File: config.mk
export PLATFORM = sky130hd
export DESIGN_NAME = fifo_rd_stream
export DESIGN_NICKNAME = d
export VERILOG_FILES = /design/src/rtl/fifo_rd_pkg.sv /design/src/rtl/fifo_rd_buf2.sv /design/src/rtl/fifo_rd_stream.sv
export SDC_FILE = /design/constraint.sdc
export NUM_CORES = 1
export LEC_CHECK = 0
export BUFFER_PORTS_ARGS = -buffer_cell sky130_fd_sc_hd__buf_2
export CAP_MARGIN = 20
export CORE_MARGIN = 4
export CORE_UTILIZATION = 45
export DETAILED_ROUTE_END_ITERATION = 16
export HOLD_SLACK_MARGIN = 0.12
export PLACE_DENSITY = 0.65
export SYNTH_ARGS = -nofsm -noshare
export SYNTH_HDL_FRONTEND = slang
export SYNTH_SLANG_ARGS = --single-unit
File: constraint.sdc
create_clock -name clk -period 3.2 [get_ports clk]
set_input_delay 0.16 -clock clk [delete_from_list [all_inputs] [get_ports clk]]
set_output_delay 0.16 -clock clk [all_outputs]
set_load 0.005 [all_outputs]
File: src/rtl/fifo_rd_pkg.sv
// Shared types for the async-FIFO read-side drain stage.
package fifo_rd_pkg;

    localparam int BUF_DEPTH = 2;

    typedef logic [1:0] occ_t;

endpackage

File: src/rtl/fifo_rd_buf2.sv
// Two-entry head/tail output buffer; head_data reads as zero while empty.
module fifo_rd_buf2
    import fifo_rd_pkg::*;
#(
    parameter int WIDTH = 8
) (
    input  logic             clk,
    input  logic             rst_n,
    input  logic             push,
    input  logic             pop,
    input  logic             clr,
    input  logic [WIDTH-1:0] wdata,
    output occ_t             cnt,
    output logic [WIDTH-1:0] head_data
);

    logic [WIDTH-1:0] mem [BUF_DEPTH];
    logic             hd;
    logic             tl;

    always_ff @(posedge clk) begin
        if (!rst_n) begin
            cnt <= '0;
            hd  <= 1'b0;
            tl  <= 1'b0;
            for (int i = 0; i < BUF_DEPTH; i++) mem[i] <= '0;
        end else if (clr) begin
            cnt <= '0;
            hd  <= 1'b0;
            tl  <= 1'b0;
        end else begin
            if (push) begin
                mem[tl] <= wdata;
                tl      <= ~tl;
            end
            if (pop) hd <= ~hd;
            cnt <= cnt + occ_t'(push) - occ_t'(pop);
        end
    end

    assign head_data = (cnt != '0) ? mem[hd] : '0;

endmodule

File: src/rtl/fifo_rd_stream.sv
// Read-side drain: issues FIFO reads, absorbs the one-cycle read latency and
// re-presents words on a valid/ready stream through a 2-entry skid buffer.
module fifo_rd_stream
    import fifo_rd_pkg::*;
#(
    parameter int WIDTH = 8,
    parameter int CNT_W = 16
) (
    input  logic             clk,
    input  logic             rst_n,
    input  logic             rempty,
    output logic             rinc,
    input  logic [WIDTH-1:0] rdata,
    input  logic             flush,
    output logic             m_valid,
    input  logic             m_ready,
    output logic [WIDTH-1:0] m_data,
    output logic [CNT_W-1:0] xfer_cnt
);

    occ_t       cnt;
    logic       infl;
    logic       pop;
    logic       arrive;
    logic [2:0] occ_next;

    assign pop    = m_valid && m_ready;
    assign arrive = infl && !flush;

    // Occupancy including the word already in flight, net of this cycle's pop;
    // issuing only while this stays below 2 makes the 2-entry buffer lossless.
    assign occ_next = {1'b0, cnt} + {2'b00, infl} - {2'b00, pop};
    assign rinc     = rst_n && !flush && !rempty && (occ_next < 3'd2);

    assign m_valid = (cnt != '0);

    fifo_rd_buf2 #(.WIDTH(WIDTH)) u_buf (
        .clk       (clk),
        .rst_n     (rst_n),
        .push      (arrive),
        .pop       (pop),
        .clr       (flush),
        .wdata     (rdata),
        .cnt       (cnt),
        .head_data (m_data)
    );

    always_ff @(posedge clk) begin
        if (!rst_n) begin
            infl     <= 1'b0;
            xfer_cnt <= '0;
        end else begin
            infl <= rinc;
            if (pop) xfer_cnt <= xfer_cnt + CNT_W'(1);
        end
    end

endmodule

# After elaboration in Yosys (flattened, before gate mapping)

Memory sizes are Yosys's and may differ from the RTL's. A register that Yosys moved wholly into a read port is not among the register bits.
Cells that the tools add are included.

$add $sub $neg: 5
Multipliers: 0
Divide/modulo/power cells: 0
Order comparisons: 1
Equal/unequal tests: 0
Shift-type cells: 0
Multiplexer cells: 11
Bitwise gates (word level): 3
Reductions and logical operators: 10

Operators by type and width:

| operator                                                                     | count |
|---|---|
| 16-bit by 1-bit adder with 16-bit output, second input constant              | 1 |
| 8-bit two-way mux                                                            | 2 |
| 1-bit two-way mux                                                            | 9 |
| 8-bit OR reduction                                                           | 1 |
| 1-bit logical AND                                                            | 5 |
| 2-bit by 1-bit adder with 3-bit output                                       | 1 |
| 3-bit by 2-bit less-than comparator with 1-bit output, second input constant | 1 |
| 1-bit NOT                                                                    | 3 |
| 3-bit by 1-bit subtractor with 3-bit output                                  | 1 |
| 2-bit by 1-bit adder with 2-bit output                                       | 1 |
| 1-bit logical NOT                                                            | 2 |
| 2-bit nonzero test                                                           | 1 |
| 2-bit OR reduction                                                           | 1 |
| 2-bit by 1-bit subtractor with 2-bit output                                  | 1 |

Flip-flop bits (word level): 21
Bits in latches: 0
Bits in writable memories: 16
Memory bits (read-only): 0
Input port bits: 13
Output and inout bits: 26
Word-level logic and storage cells: 36
Memories kept: 1

Memories:

| name      | words | width | rd ports | clocked after Yosys merged registers in | wr ports | line               | RTL |
|---|---|---|---|---|---|---|---|
| u_buf.mem | 2     | 8     | 1        | 1                                       | 2        | fifo_rd_buf2.sv:17 | `logic [WIDTH-1:0] mem [BUF_DEPTH];` |

# Longest topological paths before layout

Gate-level depths: netlist of run 1.

Word-level depth: 8
Mapped depth: 8
Gate-level depth less buffers: 8

# Hierarchy

Synthesis of run 1 repeated with hierarchy kept, for this count alone.

Cells, all modules: 171
Area total of the unflattened synthesis: 1861.8 um^2

Modules (own cells, without submodules):

| module         | instances | cells an instance | area each (um^2) | seq. area each (um^2) |
|---|---|---|---|---|
| fifo_rd_buf2   | 1         | 76                | 970.9            | 580.6 |
| fifo_rd_stream | 1         | 95                | 890.9            | 340.3 |

# Worst setup path after synthesis of run 1

No wires, ideal clock.

Path kind: register to output
Start point: reg u_buf.cnt[1]
End point: out rinc
Arrival time: 2.036 ns
Required time: 3.040 ns
Setup slack: 1.004 ns
Stages on the path, launching flop included: 9
Path buffers: 0
Path through: dfxtp_1 -> o21ai_2 -> inv_1 -> ha_1 -> inv_1 -> nand2_1 -> fa_1 -> xor2_1 -> nor4b_1

Cells in the longest elaborated chain, start to end: 5
Elaborated cells on any way between the ends: 6

RTL lines:

| item                                                  | line                 | RTL |
|---|---|---|
| start, declared                                       | fifo_rd_buf2.sv:13   | `output occ_t cnt,` |
| start signal, assigned                                | fifo_rd_buf2.sv:37   | `cnt <= cnt + occ_t'(push) - occ_t'(pop);` |
| 2-bit nonzero test                                    | fifo_rd_stream.sv:35 | `assign m_valid = (cnt != '0);` |
| 1-bit logical AND                                     | fifo_rd_stream.sv:27 | `assign pop = m_valid && m_ready;` |
| net pop                                               | fifo_rd_stream.sv:23 | `logic pop;` |
| 3-bit by 1-bit subtractor with 3-bit output           | fifo_rd_stream.sv:32 | `assign occ_next = {1'b0, cnt} + {2'b00, infl} - {2'b00, pop};` |
| 3-bit by 2-bit less-than comparator with 1-bit output | fifo_rd_stream.sv:33 | `assign rinc = rst_n && !flush && !rempty && (occ_next < 3'd2);` |
| 1-bit logical AND                                     | fifo_rd_stream.sv:33 |  |
| end, declared                                         | fifo_rd_stream.sv:12 | `output logic rinc,` |

The timed path passes the listed nets, and every way through them passes these cells.

# Final worst setup path of run 1

Same ends and word-level chain as after synthesis.

==> impl_metrics.env, run 1 <==
export IMPL_outcome="finished, final reports clean"
export IMPL_worstSkewPairLatency_ns=0.28
export IMPL_area_growth_synth_to_final_pct=19.9
export IMPL_total_iterations_of_the_first_detailed_routing_run=4
export IMPL_synth_lib_cells_used_distinct=29
export IMPL_grt_use_total_pct=15.4
export IMPL_post_synth_instance_area_um2=1740
export IMPL_synth_compound_area_share_pct=4.81
export IMPL_synth_xor_area_share_pct=6.54
export IMPL_path_class_of_the_lowest_slack_min_delay_path="primary input to register"
export IMPL_cp_data_arrival_time_ns=2.61
export IMPL_timing_critical_path_slowest_stage_cell="sky130_fd_sc_hd__dfxtp_1"
export IMPL_netlist_top_cells_count="sky130_fd_sc_hd__nor2_1, sky130_fd_sc_hd__dfxtp_1, sky130_fd_sc_hd__and2_1"
export IMPL_initial_utilization_pct=47.2
export IMPL_p_per_area_nw_per_um2=424
export IMPL_rsz0062_at_grt="false"
export IMPL_synthesis_instances=172
export IMPL_total_cts_buffers=5
export IMPL_number_of_flops_mapped_to_enable_cells_by_yosys=16
export IMPL_max_slew_worst_pin_slew_ns=0.801
export IMPL_placeableCoreArea_um2=3690
export IMPL_synthFlopType="sky130_fd_sc_hd__dfxtp_1"
export IMPL_synth_top_family_by_area="simple AND/OR/NAND/NOR gates"
export IMPL_route_detailed_wl_per_inst_um=13.0
export IMPL_critical_path_top_cell_by_count="sky130_fd_sc_hd__inv_1"
export IMPL_ys_async_sr_fraction_pct=0
export IMPL_tns_ns=0
export IMPL_setup_viol=0
export IMPL_maximum_capacitance_violations=0
export IMPL_p_switching_mw=0.178
export IMPL_post_synth_and_or_nand_nor_area_fraction_pct=24.4
export IMPL_dieWidth_um=70.2
export IMPL_drt_antenna_violating_nets=0
export IMPL_fin_worst_hold_slack_ns=0.169
export IMPL_yosys_mux_area_fraction_pct=4.60
export IMPL_logic_pwr_share_pct=4.4
export IMPL_critical_path_required_ns=3.04
export IMPL_crit_type="register to output port"
export IMPL_final_net_count=234
export IMPL_grt_start_max_net_pins=18
export IMPL_synth_seq_area_share_pct=52.9
export IMPL_finalCriticalPeriod_ns=2.77
export IMPL_cell_by_cell_trace_of_the_critical_path="o21ai_2 -> inv_1 -> ha_1 -> inv_1 -> nand2_1 -> fa_1 -> xor2_1 -> nor4b_1 -> buf_2"
export IMPL_vdd_ir_drop_worst_v=0.000318
export IMPL_num_antenna_cells=0
export IMPL_hold_viol_final=0
export IMPL_clock_path_buffers=2
export IMPL_detailroute_wirelength_met3_um=192
export IMPL_globalRoute_totalOverflow=0
export IMPL_skew_ns=0.00484
export IMPL_synth_ff_latch_count=38
export IMPL_cp_end_kind="output port"
export IMPL_vias_per_cell=4.88
export IMPL_portBuffers=38
export IMPL_tritoncts="done"
export IMPL_synth_net_count=190
export IMPL_die_height_um=70.2
export IMPL_post_synth_top_count_cell="sky130_fd_sc_hd__nor2_1"
export IMPL_yosys_area_share_adder_pct=4.02
export IMPL_postCtsResizedCells=0
export IMPL_yosysTopAreaCell="sky130_fd_sc_hd__edfxtp_1"
export IMPL_report_final_slew_viol_count=0
export IMPL_cp_peak_stage_delay_ns=0.39
export IMPL_clockPowerShare_pct=37.0
export IMPL_timing_slew_headroom_pct=46.5
export IMPL_p_int_mw=0.706
export IMPL_wirelength_met1_um=1490
export IMPL_layout_drive_gt1_share_pct=21.7
export IMPL_timing_critical_path_max_delay_family="adder cells"
export IMPL_grt_antenna_before_repair=0
export IMPL_detailed_place_hpwl_um=2620
export IMPL_placementRows=22
export IMPL_clkTransAtPathRegs_ns=0.07
export IMPL_final_wtd_congestion=0.788
export IMPL_yosysWarningCount=0
export IMPL_synthesis_area_per_instance_um2=10.1
export IMPL_ys_top_cells_by_area="sky130_fd_sc_hd__edfxtp_1, sky130_fd_sc_hd__dfxtp_1, sky130_fd_sc_hd__and2_1"
export IMPL_route_vias_total=1293
export IMPL_initialDrtViolationCount=79
export IMPL_critPathMaxFanout=8
export IMPL_top_level_ports=39
export IMPL_ctsRootBufferMaster="sky130_fd_sc_hd__clkbuf_8"
export IMPL_sw_ratio_pct=20.1
export IMPL_fmax_mhz=361
export IMPL_synth_top_area_share_pct=27.6
export IMPL_die_footprint_um2=4930
export IMPL_fraction_of_power_consumed_by_sequential_logic_pct=58.6
export IMPL_share_of_the_clock_period_used_by_the_worst_path_after_layout_pct=86.5
export IMPL_critical_path_n_buffers_inverters=3
export IMPL_post_cts_buffers=0
export IMPL_leakage_nw=0.849
export IMPL_cts_hold_buffers=1
export IMPL_cts_htree_levels=2
export IMPL_grt_pass1_wl_um=5940
export IMPL_number_of_global_route_vias_before_repair=1320
export IMPL_met2_length_um=1720
export IMPL_top_signal_layer_used="met4"
export IMPL_drt_total_wl_um=3440
export IMPL_cp_start_kind="register"
export IMPL_clock_sinks=38
export IMPL_drc=0
## cell families (layout without fill, tap and decap cells)
group | Yosys count | in the layout
XOR/XNOR | 13 | 13
AND/OR/NAND/NOR | 80 | 80
multiplexers | 8 | 8
flip-flops | 38 | 38
AO/OA/AOI/OAI | 15 | 15
buffers and inverters | 13 | 58
adder cells (fa/ha/maj) | 5 | 5
## area by class of cell
type / instances / area, µm²
fill: 351 / 1600
sequential: 38 / 921
multi-input combinational: 121 / 772
timing repair buffer: 40 / 208
clock buffer: 8 / 90.1
tap: 48 / 60.1
inverter: 10 / 37.5
## stage by stage
stage / instance area [µm²] / worst slack, ns / total power, mW / cells / utilization (%)
finish: 2090 / 0.431 / 0.885 / 265 / 56.6
global route: 2090 / 0.194 / 0.928 / 265 / 56.6
CTS: 2090 / 0.420 / 0.899 / 265 / 56.6
detailed placement: 1990 / 0.738 / 0.568 / 256 / 53.9
global placement: 1990 / 0.822 / 0.567 / 256 / 53.9
floorplan: 1740 / 1.00 / 0.549 / 172 / -
## cells in the final DEF, fill, tap and decap left out
master	instances
sky130_fd_sc_hd__nand2b_1	3
sky130_fd_sc_hd__o211ai_1	2
sky130_fd_sc_hd__edfxtp_1	16
sky130_fd_sc_hd__inv_1	9
sky130_fd_sc_hd__buf_4	1
sky130_fd_sc_hd__xor2_1	2
sky130_fd_sc_hd__dfxtp_1	22
sky130_fd_sc_hd__nor3_1	2
sky130_fd_sc_hd__nor4_1	3
sky130_fd_sc_hd__a21oi_1	6
sky130_fd_sc_hd__o21ai_2	1
sky130_fd_sc_hd__or4_4	1
sky130_fd_sc_hd__nor2_1	23
sky130_fd_sc_hd__and3_1	2
sky130_fd_sc_hd__fa_1	1
sky130_fd_sc_hd__and4_1	1
sky130_fd_sc_hd__or3_1	6
sky130_fd_sc_hd__dlygate4sd3_1	1
sky130_fd_sc_hd__clkbuf_8	6
sky130_fd_sc_hd__mux2i_1	8
sky130_fd_sc_hd__o21ai_0	6
sky130_fd_sc_hd__nand2_1	11
sky130_fd_sc_hd__or4_1	1
sky130_fd_sc_hd__clkbuf_1	2
sky130_fd_sc_hd__ha_1	4
sky130_fd_sc_hd__nand4_1	1
sky130_fd_sc_hd__clkinv_1	1
sky130_fd_sc_hd__xnor2_1	11
sky130_fd_sc_hd__and2_1	17
sky130_fd_sc_hd__nor3b_1	1
sky130_fd_sc_hd__buf_2	38
sky130_fd_sc_hd__nor4b_1	3
sky130_fd_sc_hd__nand3_1	5
## power by group through the flow
stage	logic [mW]	clock network, mW	registers (mW)
4_1_cts	0.0394	0.341	0.519
6_report	0.0387	0.327	0.519
2_1_floorplan	0.0204	0	0.528
3_3_place_gp	0.0373	0	0.529
3_5_place_dp	0.0382	0	0.530
5_1_grt	0.0443	0.364	0.520
## state kept, by name, indices dropped and copies added (netlist names), named ones only
name,flops
infl,1
xfer_cnt,16
u_buf.mem,16
u_buf.tl,1
u_buf.cnt,2
u_buf.hd,1
## final timing paths
path,to,slack (ns),depth (start not counted),start
setup reg to reg,infl,0.95,8,u_buf.cnt[1]
hold reg to reg,xfer_cnt[15],0.49,2,xfer_cnt[15]
hold / removal,u_buf.mem[0][4],0.17,2,rdata[4]
setup / recovery,rinc,0.43,9,u_buf.cnt[1]
## per-layer routing
layer	vias to the layer above	GRT usage [%]
met1	573	18.2
met5	-	0
li1	679	-
met2	37	25.7
met3	4	5.04
met4	0	6.38
Power figures use the tool's default switching activity.
==> inputs of run 2 (changes only) <==
Clock period 3.2 ns to 2.92 ns, I/O delays scaled along.
==> run 2 against run 1 <==
Critical path depth unchanged. Utilization increased by 0.17 points. Total power increased by 6.7%. Worst hold slack worse by 0.015 ns. Design area is 0.30% higher. Global-route usage is essentially flat. Clock power is essentially flat. Sequential power increased by 9.6%. Via count grew 2.9%. Sequential cell count unchanged. Setup slack worse by 0.16 ns. Highest routed layer unchanged.
==> impl_metrics.env, run 2 (synthesized netlist as in run 1, its figures left out) <==
export IMPL_outcome="finished, final reports clean"
export IMPL_cp_end_kind="output port"
export IMPL_multi_input_area_um2=779
export IMPL_fillCellCount=354
export IMPL_drt_total_wl_um=3480
export IMPL_total_iterations_of_the_first_detailed_routing_run=4
export IMPL_placementRows=22
export IMPL_die_height_um=70.2
export IMPL_clkTransAtPathRegs_ns=0.07
export IMPL_tritoncts="done"
export IMPL_skew_ns=0.00377
export IMPL_clock_path_buffers=2
export IMPL_vias_per_cell=5.00
export IMPL_final_net_count=235
export IMPL_drc=0
export IMPL_max_slew_worst_pin_slew_ns=0.794
export IMPL_globalRoute_totalOverflow=0
export IMPL_die_footprint_um2=4930
export IMPL_share_of_the_clock_period_used_by_the_worst_path_after_layout_pct=90.8
export IMPL_portBuffers=38
export IMPL_timing_slew_headroom_pct=47.0
export IMPL_layout_top_registers="u_buf.mem: 16 flops, xfer_cnt: 16 flops, u_buf.cnt: 2 flops"
export IMPL_grt_start_max_net_pins=18
export IMPL_fmax_mhz=377
export IMPL_worstSkewPairLatency_ns=0.28
export IMPL_number_of_global_route_vias_before_repair=1365
export IMPL_initial_utilization_pct=47.2
export IMPL_critical_path_required_ns=2.77
export IMPL_num_antenna_cells=0
export IMPL_final_wtd_congestion=0.783
export IMPL_p_per_area_nw_per_um2=451
export IMPL_placeableCoreArea_um2=3690
export IMPL_ff_latch_area_um2=921
export IMPL_total_cts_buffers=5
export IMPL_grt_pass1_wl_um=6080
export IMPL_layout_cells_most_common="sky130_fd_sc_hd__buf_2"
export IMPL_finalCriticalPeriod_ns=2.65
export IMPL_layout_drive_gt1_share_pct=22.0
export IMPL_clock_sinks=38
export IMPL_hold_viol_final=0
export IMPL_post_cts_buffers=0
export IMPL_leakage_nw=0.852
export IMPL_route_detailed_wl_per_inst_um=13.1
export IMPL_detailed_place_hpwl_um=2640
export IMPL_vdd_ir_drop_worst_v=0.000348
export IMPL_path_class_of_the_lowest_slack_min_delay_path="primary input to register"
export IMPL_ctsRootBufferMaster="sky130_fd_sc_hd__clkbuf_8"
export IMPL_critPathMaxFanout=8
export IMPL_tns_ns=0
export IMPL_initialDrtViolationCount=38
export IMPL_crit_type="register to output port"
export IMPL_dieWidth_um=70.2
export IMPL_grt_antenna_before_repair=0
export IMPL_finish_utilization_pct=56.8
export IMPL_grt_use_total_pct=15.4
export IMPL_top_level_ports=39
export IMPL_area_growth_synth_to_final_pct=20.3
export IMPL_drt_antenna_violating_nets=0
export IMPL_setup_viol=0
export IMPL_rsz0062_at_grt="false"
export IMPL_report_final_slew_viol_count=0
export IMPL_cp_start_kind="register"
export IMPL_cts_htree_levels=2
export IMPL_maximum_capacitance_violations=0
export IMPL_route_vias_total=1331
export IMPL_layout_common_cells="sky130_fd_sc_hd__buf_2, sky130_fd_sc_hd__nor2_1, sky130_fd_sc_hd__dfxtp_1"
export IMPL_cp_data_arrival_time_ns=2.51
==> run 2: cell count changes in the layout (fill, tap and decap cells not counted) <==
cell and change:
sky130_fd_sc_hd__clkinv_2 +1, sky130_fd_sc_hd__clkbuf_8 -1, sky130_fd_sc_hd__o21ai_4 +1, sky130_fd_sc_hd__clkinv_1 +1, sky130_fd_sc_hd__buf_4 +1, sky130_fd_sc_hd__clkbuf_1 -1
sky130_fd_sc_hd__o21ai_2 -1
==> run 2: path summary, 6_finish.rpt <==
kind	startpoint	endpoint	slack, ns	depth (start not counted)
max	u_buf.cnt[1]	rinc	0.27	9
min	rdata[6]	u_buf.mem[1][6]	0.15	2
max reg2reg	u_buf.cnt[1]	infl	0.77	8
min reg2reg	xfer_cnt[15]	xfer_cnt[15]	0.48	2
==> run 2: timing repair <==
item / CTS / global route
hold endpoints to repair: 1 / 0
setup endpoints to repair: 0 / 1
hold buffers: 1 / 0
gates resized for setup: 0 / 1
==> run 2: power breakdown <==
| group | internal (mW) | switching (mW) | total [mW] |
|---|---|---|---|
| Clock | 0.164 | 0.167 | 0.330 |
| Combinational | 0.0194 | 0.0253 | 0.0448 |
| Sequential | 0.564 | 0.00509 | 0.569 |
| Total | 0.747 | 0.197 | 0.944 |
==> run 2: through the flow <==
| step | cells | area, µm² | total power, mW | hold WS, ns | setup WS, ns |
|---|---|---|---|---|---|
| finish | 266 | 2090 | 0.944 | 0.154 | 0.267 |
| global route | 266 | 2090 | 0.989 | 0.144 | 0.0234 |
| CTS | 266 | 2090 | 0.956 | 0.141 | 0.166 |
| detailed placement | 257 | 2000 | 0.624 | 0.330 | 0.482 |
| global placement | 257 | 2000 | 0.622 | 0.329 | 0.550 |
| floorplan | 172 | 1740 | 0.601 | 0.223 | 0.738 |
==> run 2: per-layer routing <==
metal  GRT usage [%]  part of all wire, %  up-vias
met1            18.4                   42      612
met2            26.1                   52       30
met5               0                    0        -
met4            4.47                 0.69        0
li1                -                    -      685
met3            5.32                  4.8        4
==> run 2: final cells by class <==
type,count,area share [%]
tap,48,2.87
multi-input combinational,121,37.2
timing repair buffer,41,10.3
clock inverter,2,0.418
sequential,38,44.0
clock buffer,6,3.46
inverter,10,1.79
==> run 2: worst max-delay path, stage by stage, from the launching register on <==
cell and delay, ns:
sky130_fd_sc_hd__dfxtp_1 0.40, sky130_fd_sc_hd__o21ai_4 0.24, sky130_fd_sc_hd__inv_1 0.16, sky130_fd_sc_hd__ha_1 0.30, sky130_fd_sc_hd__inv_1 0.08, sky130_fd_sc_hd__nand2_1 0.07, sky130_fd_sc_hd__fa_1 0.38, sky130_fd_sc_hd__xor2_1 0.16
sky130_fd_sc_hd__nor4b_1 0.28, sky130_fd_sc_hd__buf_2 0.16
